File: config.mk
export PLATFORM = sky130hd
export DESIGN_NAME = adain_ctrl
export DESIGN_NICKNAME = d
export VERILOG_FILES = /design/src/rtl/adain_ctrl.sv
export SDC_FILE = /design/constraint.sdc
export NUM_CORES = 1
export LEC_CHECK = 0
export BUFFER_PORTS_ARGS = -buffer_cell sky130_fd_sc_hd__buf_4
export CAP_MARGIN = 40
export CORE_MARGIN = 5
export CORE_UTILIZATION = 30
export CTS_CLUSTER_SIZE = 8
export DETAILED_ROUTE_END_ITERATION = 10
export GPL_TIMING_DRIVEN = 1
export HOLD_SLACK_MARGIN = 0.03
export PLACE_DENSITY = 0.55
export SYNTH_ARGS = -nofsm -noshare
export SYNTH_HDL_FRONTEND = slang
export SYNTH_SLANG_ARGS = --single-unit
File: constraint.sdc
create_clock -name clk -period 5.37 [get_ports clk]
set_clock_uncertainty 0.2 [all_clocks]
set_input_delay 1.074 -clock clk [delete_from_list [all_inputs] [get_ports clk]]
set_output_delay 1.074 -clock clk [all_outputs]
set_load 0.05 [all_outputs]
File: src/rtl/adain_ctrl.sv
`default_nettype none
// ============================================================================
// Module   : adain_ctrl
// Purpose  : Phase sequencer for the AdaIN datapath (statistics and
//            normalise commands over one feature map).
// Revision : 1.0 - initial release
// ============================================================================
module adain_ctrl #(
    parameter int N_MAX   = 256,
    parameter int RD_LAT  = 1,
    parameter int MAC_LAT = 1,
    parameter int ADDR_W  = $clog2(N_MAX)
) (
    input  logic                         clk,
    input  logic                         rst,
    input  logic [1:0]                   start,
    input  logic [$clog2(N_MAX+1)-1:0]   N,
    output logic [2:0]                   state,
    output logic                         rd_en,
    output logic [ADDR_W-1:0]            rd_addr,
    output logic                         input_mac_en,
    output logic                         zero_op,
    output logic                         rst_acc,
    output logic                         mean_en,
    output logic                         variance_en,
    output logic                         inv_sigma_en,
    output logic                         B1_en,
    output logic                         B0_en,
    output logic                         out_en,
    output logic                         out_valid,
    output logic                         busy,
    output logic                         stats_valid,
    output logic [1:0]                   done
);

    localparam int NW    = $clog2(N_MAX+1);
    localparam int CNT_W = $clog2(N_MAX+RD_LAT+MAC_LAT+3);

    localparam logic [2:0] c_idle    = 3'd0;
    localparam logic [2:0] c_mean    = 3'd1;
    localparam logic [2:0] c_var     = 3'd2;
    localparam logic [2:0] c_invsqrt = 3'd3;
    localparam logic [2:0] c_b1      = 3'd4;
    localparam logic [2:0] c_b0      = 3'd5;
    localparam logic [2:0] c_out     = 3'd6;

    localparam logic [CNT_W-1:0] c_one     = CNT_W'(1);
    localparam logic [CNT_W-1:0] c_rd_lat  = CNT_W'(RD_LAT);
    localparam logic [CNT_W-1:0] c_mac_lat = CNT_W'(MAC_LAT);

    logic [2:0]        r_phase;
    logic [CNT_W-1:0]  r_cnt;
    logic [NW-1:0]     r_n;
    logic              r_stats_valid;
    logic              r_rd_en;
    logic [ADDR_W-1:0] r_rd_addr;
    logic              r_mac_en;
    logic              r_zero_op;
    logic              r_rst_acc;
    logic              r_mean_en;
    logic              r_var_en;
    logic              r_inv_en;
    logic              r_b1_en;
    logic              r_b0_en;
    logic              r_out_en;
    logic              r_out_valid;
    logic [1:0]        r_done;

    logic [2:0]        w_phase_nxt;
    logic [CNT_W-1:0]  w_cnt_nxt;
    logic [NW-1:0]     w_n_nxt;
    logic              w_sv_nxt;
    logic              w_done0_nxt;

    logic [CNT_W-1:0]  w_n_cur;
    logic              w_stream_last;
    logic              w_single_last;
    logic              w_out_last;

    assign w_n_cur       = CNT_W'(r_n);
    assign w_stream_last = (r_cnt == c_rd_lat + w_n_cur + c_mac_lat);
    assign w_single_last = (r_cnt == c_mac_lat + c_one);
    assign w_out_last    = (r_cnt == c_rd_lat + c_mac_lat + c_one + w_n_cur);

    // Next phase / offset; a new phase always restarts the offset at zero.
    always_comb begin
        w_phase_nxt = r_phase;
        w_cnt_nxt   = r_cnt + c_one;
        w_n_nxt     = r_n;
        w_sv_nxt    = r_stats_valid;
        w_done0_nxt = 1'b0;
        case (r_phase)
            c_idle: begin
                w_cnt_nxt = '0;
                if (start[0] && (N != '0)) begin
                    w_phase_nxt = c_mean;
                    w_n_nxt     = N;
                    w_sv_nxt    = 1'b0;
                end else if (start[1] && (N != '0) && r_stats_valid) begin
                    w_phase_nxt = c_out;
                    w_n_nxt     = N;
                end
            end
            c_mean: if (w_stream_last) begin
                w_phase_nxt = c_var;
                w_cnt_nxt   = '0;
            end
            c_var: if (w_stream_last) begin
                w_phase_nxt = c_invsqrt;
                w_cnt_nxt   = '0;
            end
            c_invsqrt: if (w_single_last) begin
                w_phase_nxt = c_b1;
                w_cnt_nxt   = '0;
            end
            c_b1: if (w_single_last) begin
                w_phase_nxt = c_b0;
                w_cnt_nxt   = '0;
            end
            c_b0: if (w_single_last) begin
                w_phase_nxt = c_idle;
                w_cnt_nxt   = '0;
                w_sv_nxt    = 1'b1;
                w_done0_nxt = 1'b1;
            end
            c_out: if (w_out_last) begin
                w_phase_nxt = c_idle;
                w_cnt_nxt   = '0;
            end
            default: begin
                w_phase_nxt = c_idle;
                w_cnt_nxt   = '0;
            end
        endcase
    end

    // Outputs are decoded from the upcoming phase/offset so they register in step with it.
    logic [CNT_W-1:0] w_nn;
    logic             w_stream;
    logic             w_single;
    logic             w_valid_op;
    logic             w_cap_stream;
    logic             w_cap_single;
    logic             w_rd_en;
    logic             w_zero_op;
    logic             w_rst_acc;
    logic             w_out_en;
    logic             w_done1;

    assign w_nn         = CNT_W'(w_n_nxt);
    assign w_stream     = (w_phase_nxt == c_mean) || (w_phase_nxt == c_var) ||
                          (w_phase_nxt == c_out);
    assign w_single     = (w_phase_nxt == c_invsqrt) || (w_phase_nxt == c_b1) ||
                          (w_phase_nxt == c_b0);
    assign w_valid_op   = (w_cnt_nxt >= c_rd_lat) && (w_cnt_nxt < c_rd_lat + w_nn);
    assign w_cap_stream = (w_cnt_nxt == c_rd_lat + w_nn + c_mac_lat);
    assign w_cap_single = (w_cnt_nxt == c_mac_lat + c_one);
    assign w_rd_en      = w_stream && (w_cnt_nxt < w_nn);
    assign w_zero_op    = w_stream ? !w_valid_op : (w_single && (w_cnt_nxt != '0));
    assign w_rst_acc    = (w_phase_nxt == c_out) ? w_valid_op :
                          ((w_phase_nxt == c_mean) || (w_phase_nxt == c_var)) ?
                              (w_cnt_nxt == c_rd_lat) :
                          (w_single && (w_cnt_nxt == '0));
    assign w_out_en     = (w_phase_nxt == c_out) &&
                          (w_cnt_nxt >= c_rd_lat + c_mac_lat + c_one) &&
                          (w_cnt_nxt <  c_rd_lat + c_mac_lat + c_one + w_nn);
    assign w_done1      = (w_phase_nxt == c_out) &&
                          (w_cnt_nxt == c_rd_lat + c_mac_lat + c_one + w_nn);

    always_ff @(posedge clk or negedge rst) begin
        if (!rst) begin
            r_phase       <= c_idle;
            r_cnt         <= '0;
            r_n           <= '0;
            r_stats_valid <= 1'b0;
            r_rd_en       <= 1'b0;
            r_rd_addr     <= '0;
            r_mac_en      <= 1'b0;
            r_zero_op     <= 1'b0;
            r_rst_acc     <= 1'b0;
            r_mean_en     <= 1'b0;
            r_var_en      <= 1'b0;
            r_inv_en      <= 1'b0;
            r_b1_en       <= 1'b0;
            r_b0_en       <= 1'b0;
            r_out_en      <= 1'b0;
            r_out_valid   <= 1'b0;
            r_done        <= 2'b00;
        end else begin
            r_phase       <= w_phase_nxt;
            r_cnt         <= w_cnt_nxt;
            r_n           <= w_n_nxt;
            r_stats_valid <= w_sv_nxt;
            r_rd_en       <= w_rd_en;
            r_rd_addr     <= w_rd_en ? w_cnt_nxt[ADDR_W-1:0] : '0;
            r_mac_en      <= (w_phase_nxt != c_idle);
            r_zero_op     <= w_zero_op;
            r_rst_acc     <= w_rst_acc;
            r_mean_en     <= (w_phase_nxt == c_mean) && w_cap_stream;
            r_var_en      <= (w_phase_nxt == c_var) && w_cap_stream;
            r_inv_en      <= (w_phase_nxt == c_invsqrt) && w_cap_single;
            r_b1_en       <= (w_phase_nxt == c_b1) && w_cap_single;
            r_b0_en       <= (w_phase_nxt == c_b0) && w_cap_single;
            r_out_en      <= w_out_en;
            r_out_valid   <= r_out_en;
            r_done        <= {w_done1, w_done0_nxt};
        end
    end

    assign state        = r_phase;
    assign busy         = (r_phase != c_idle);
    assign stats_valid  = r_stats_valid;
    assign rd_en        = r_rd_en;
    assign rd_addr      = r_rd_addr;
    assign input_mac_en = r_mac_en;
    assign zero_op      = r_zero_op;
    assign rst_acc      = r_rst_acc;
    assign mean_en      = r_mean_en;
    assign variance_en  = r_var_en;
    assign inv_sigma_en = r_inv_en;
    assign B1_en        = r_b1_en;
    assign B0_en        = r_b0_en;
    assign out_en       = r_out_en;
    assign out_valid    = r_out_valid;
    assign done         = r_done;

endmodule
`default_nettype wire

==> qor_table.md <==
| Group | Metric | Value |
|:---|:---|:---|
| status | Outcome | finished clean |
| hold path | Worst min-delay path class | flop to flop |
| critical path | Critical Path Max Stage Delay | 0.55 ns |
| synthesis | Proportion of register bits with asynchronous set or reset after synthesis | 1.000 |
| floorplanning | Initial Util | 0.3032 |
| clock tree | Clk Tree Root Cell | clkbuf_16 |
| clock tree | Number of buffers added to fix hold violations after cts | 0 |
| routing | Routed WL per cell | 17.89 um |
| clock tree | CTS tree | yes |
| power and ir drop | Pleak | 2.060 nW |
| routing | Drt drc | 0 |
| clock tree | Resize count post-CTS | 0 |
| clock tree | Clock sink total | 43 |
| grt | Number of antenna violations at the first check in global routing | 0 |
| floorplanning | Die Height | 125 um |
| routing | Number of antenna-violating nets in the routed design | 0 |
| sta | Count of pins over their slew limit | 0 |
| synthesis | Synth Flop Type | dfrtp_1 |
| sta | Number of hold violations in the final report | 0 |
| critical path | Worst Path Required | 5.33 ns |
| clock tree | Number of CTS-inserted buffers | 5 |
| synthesis | Ranking of synthesized cells by area | dfrtp_1 (27%), ha_1 (11%), xnor2_1 (6.8%) |
| sta | Max Clock Freq | 197.2 MHz |
| synthesis | Area share of the largest cell type after synthesis | 0.2712 |
| synthesis | Number of enable flip-flop cells after synthesis | 0 |
| routing | Drt first-iter violations | 441 |
| grt | First-pass GRT wire length | 19.88 mm |
| finish | Fraction of final layout cells with drive strength greater than 1 | 0.1631 |
| sta | Setup total negative slack | 0 ns |
| routing | Pre-antenna DRT Iters | 5 |
| critical path | Slowest stage cell, crit path | or4_4 |
| placement | Final weighted congestion in routability-driven placement | 0.9017 |
| flow run | Max-cap violation count | 0 |
| synthesis | Number of distinct library cells after synthesis | 68 |
| floorplanning | Count of standard-cell rows | 42 |
| critical path | Top fanout value on the critical path | 10 |
| placement | Pre-CTS setup slack | 0.07286 ns |
| power and ir drop | Pwr dens | 557.3 nW/um^2 |
| floorplanning | I/O Pins | 39 |
| floorplanning | Die Footprint | 15630 sq um |
| critical path | Data arrival time of the worst path | 5.03 ns |
| synthesis | Cell type with the largest total area after synthesis | dfrtp_1 |
| sta | Final worst path period share | 0.9445 |
| clock tree | Clock latency of the later-clocked register in the worst-skew pair | 0.30 ns |
| synthesis | Synth warn | 0 |
| sta | Post-Route Hold Slack | 0.1879 ns |
| routing | Number of vias per cell after detailed routing | 5.430 |
| synthesis | Mapped cell area | 3968 sq um |
| sta | Headroom to the max-slew limit | 0.4869 |
| critical path | Element type at the critical path start | primary input |
| clock tree | Count of H-tree levels built during CTS | 2 |
| sta | RSZ-0062 raised after global routing | no |
| routing | Vias | 3752 |
| sta | Final min period | 5.072 ns |
| placement | Number of input and output port buffers inserted | 38 |
| synthesis | Seq/Total Area, Yosys | 0.2712 |
| synthesis | Mapped Nets | 517 |
| sta | Setup Viol. Count Final | 0 |
| synthesis | Cells after Synth | 468 |
| placement | Total instance count after detailed placement | 683 |
| clock tree | Clock-pin slew reported for the worst setup and hold paths after clock tree synthesis | 0.06 ns |
| synthesis | FF+latch count, synth | 43 |
| critical path | Worst setup EP type | flop |
| grt | Global-route usage over all layers | 0.1590 |
| routing | Drt total wl | 12.36 mm |
| finish | Number of standard cells in the final layout excluding fillers | 691 |
| clock tree | Number of setup buffers added after CTS | 0 |
| finish | Number of fillers in the final layout | 1342 |
| finish | Net count of the finished layout | 563 |
| synthesis | Mean cell area of the mapped netlist | 8.478 sq um |
| critical path | Sequence of cells on the critical path | buf_4, or4_4, nor3_2, nor2_1, a21oi_1, inv_1, ha_1, nor2b_1, o22ai_1, o311a_1, nand2_1, inv_1, ha_1, o21a_1, o21a_1, o21a_1, o21a_1, o211ai_1, a21boi_0, nor4_1, a211oi_1 |
| sta | Transition at the pin with the smallest max-transition slack | 0.7661 ns |
| floorplanning | Placeable core area | 13090 sq um |
| critical path | Most numerous cell on the critical path | o21a_1 |
| floorplanning | Die W | 125 um |
| critical path | Critical path start-end classification | primary input to flop |
| finish | Antenna diode count | 0 |
| grt | Leftover overflow at the end of global routing | 0 |
| power and ir drop | Worst ir drop on vdd | 209.9 uV |
| sta | Smallest setup slack after layout | 0.2981 ns |
| grt | Largest net degree at the start of global routing | 44 |
| grt | Vias in the first global route | 3746 |
| finish | Layout overhead on the synthesized area | 18.32% |
| placement | DP HPWL | 9.959 mm |
| clock tree | Clk buf depth | 2 |
## metal layers
metal,vias up,routed length [um],GRT usage
li1,1801,-,-
met1,1802,5413,0.2072
met2,121,5788,0.2604
met3,28,831,0.03881
met4,0,327,0.05038
met5,-,0,0
## report_power, final
part | switching, W | internal [W]
clock network | 0.000148 | 0.000174
logic | 0.00101 | 0.000723
registers | 0.000141 | 0.000422
## layout make-up
type	instances	area, sq um	area share
Sequential cell	43	1076	0.2292
Clock buffer	5	125.1	0.02665
Tap cell	176	220.2	0.04691
Inverter	27	102.6	0.02185
Timing Repair Buffer	59	442.9	0.09435
Clock inverter	3	23.77	0.005064
Multi-Input combinational cell	378	2704	0.5760
## critical path, delay by kind of cell
family / cells / cell delay (ns)
and+or+nand+nor: 6 / 1.42
AOI/OAI and AO/OA: 10 / 1.60
adders and majority gates: 2 / 0.57
buffers and inverters: 3 / 0.36
## cell families after synthesis
logic type	synth area share
AO/OA/AOI/OAI	0.1753
XOR/XNOR	0.1151
adder cells (fa/ha/maj)	0.1135
buffers and inverters	0.04730
flip-flops	0.2712
multiplexers	0.02176
AND/OR/NAND/NOR	0.2558
## sequential cells by signal (all words and copies together) (netlist names)
name,cells
variance_en,1
r_n,9
stats_valid,1
done,2
rd_en,1
out_en,1
input_mac_en,1
inv_sigma_en,1
B0_en,1
state,3
out_valid,1
B1_en,1
rd_addr,8
zero_op,1
rst_acc,1
mean_en,1
r_cnt,9
## cells in the mapped netlist (3+ instances only)
master    number
dfrtp_1       43
ha_1          36
nand2_1       36
xnor2_1       31
inv_1         25
nor2_1        24
nand3_1       21
a21oi_1       20
clkbuf_1      16
o21a_1        16
xor2_1        16
nor3_1        15
nor4_1        14
o21ai_0       12
a31oi_1       10
and3_1        10
nand4_1       10
nor2b_1        9
or3_1          9
a211oi_1       6
a21boi_0       5
mux2i_1        5
nand2b_1       5
nor3b_1        4
nor4b_1        4
o211ai_1       4
a21o_1         3
nand3b_1       3
nand4b_1       3
or2_2          3
## placed cells by master, fill, tap and decap left out, types with 14 or more instances in the layout
master / count
buf_4: 59
inv_1: 25
nor4_1: 14
nor3_1: 15
nor2_1: 24
xor2_1: 16
dfrtp_1: 43
o21a_1: 16
a21oi_1: 20
xnor2_1: 31
nand2_1: 36
ha_1: 36
nand3_1: 21
## final timing paths
kind / startpoint / endpoint / slack (ns) / depth (start not counted)
min in group asynchronous: rst / stats_valid$_DFFE_PN0P_ / 0.56 / 1
worst max register to register: r_n[3]$_DFF_PN0_ / out_en$_DFF_PN0_ / 0.39 / 17
worst min-delay path: out_en$_DFF_PN0_ / out_valid$_DFF_PN0_ / 0.19 / 0
max in group asynchronous: rst / r_n[6]$_DFF_PN0_ / 3.99 / 1
worst min register to register: out_en$_DFF_PN0_ / out_valid$_DFF_PN0_ / 0.19 / 0
worst max-delay path: N[5] / zero_op$_DFF_PN0_ / 0.30 / 21
## per-stage QoR
step	power, W	instance area (sq um)	utilization
2_1_floorplan	0.001795	3968	-
3_3_place_gp	0.002256	4546	0.3474
3_5_place_dp	0.002290	4546	0.3474
4_1_cts	0.002624	4695	0.3588
5_1_grt	0.002833	4695	0.3588
6_report	0.002616	4695	0.3588
Note: power is estimated with default switching activity, not from simulation.
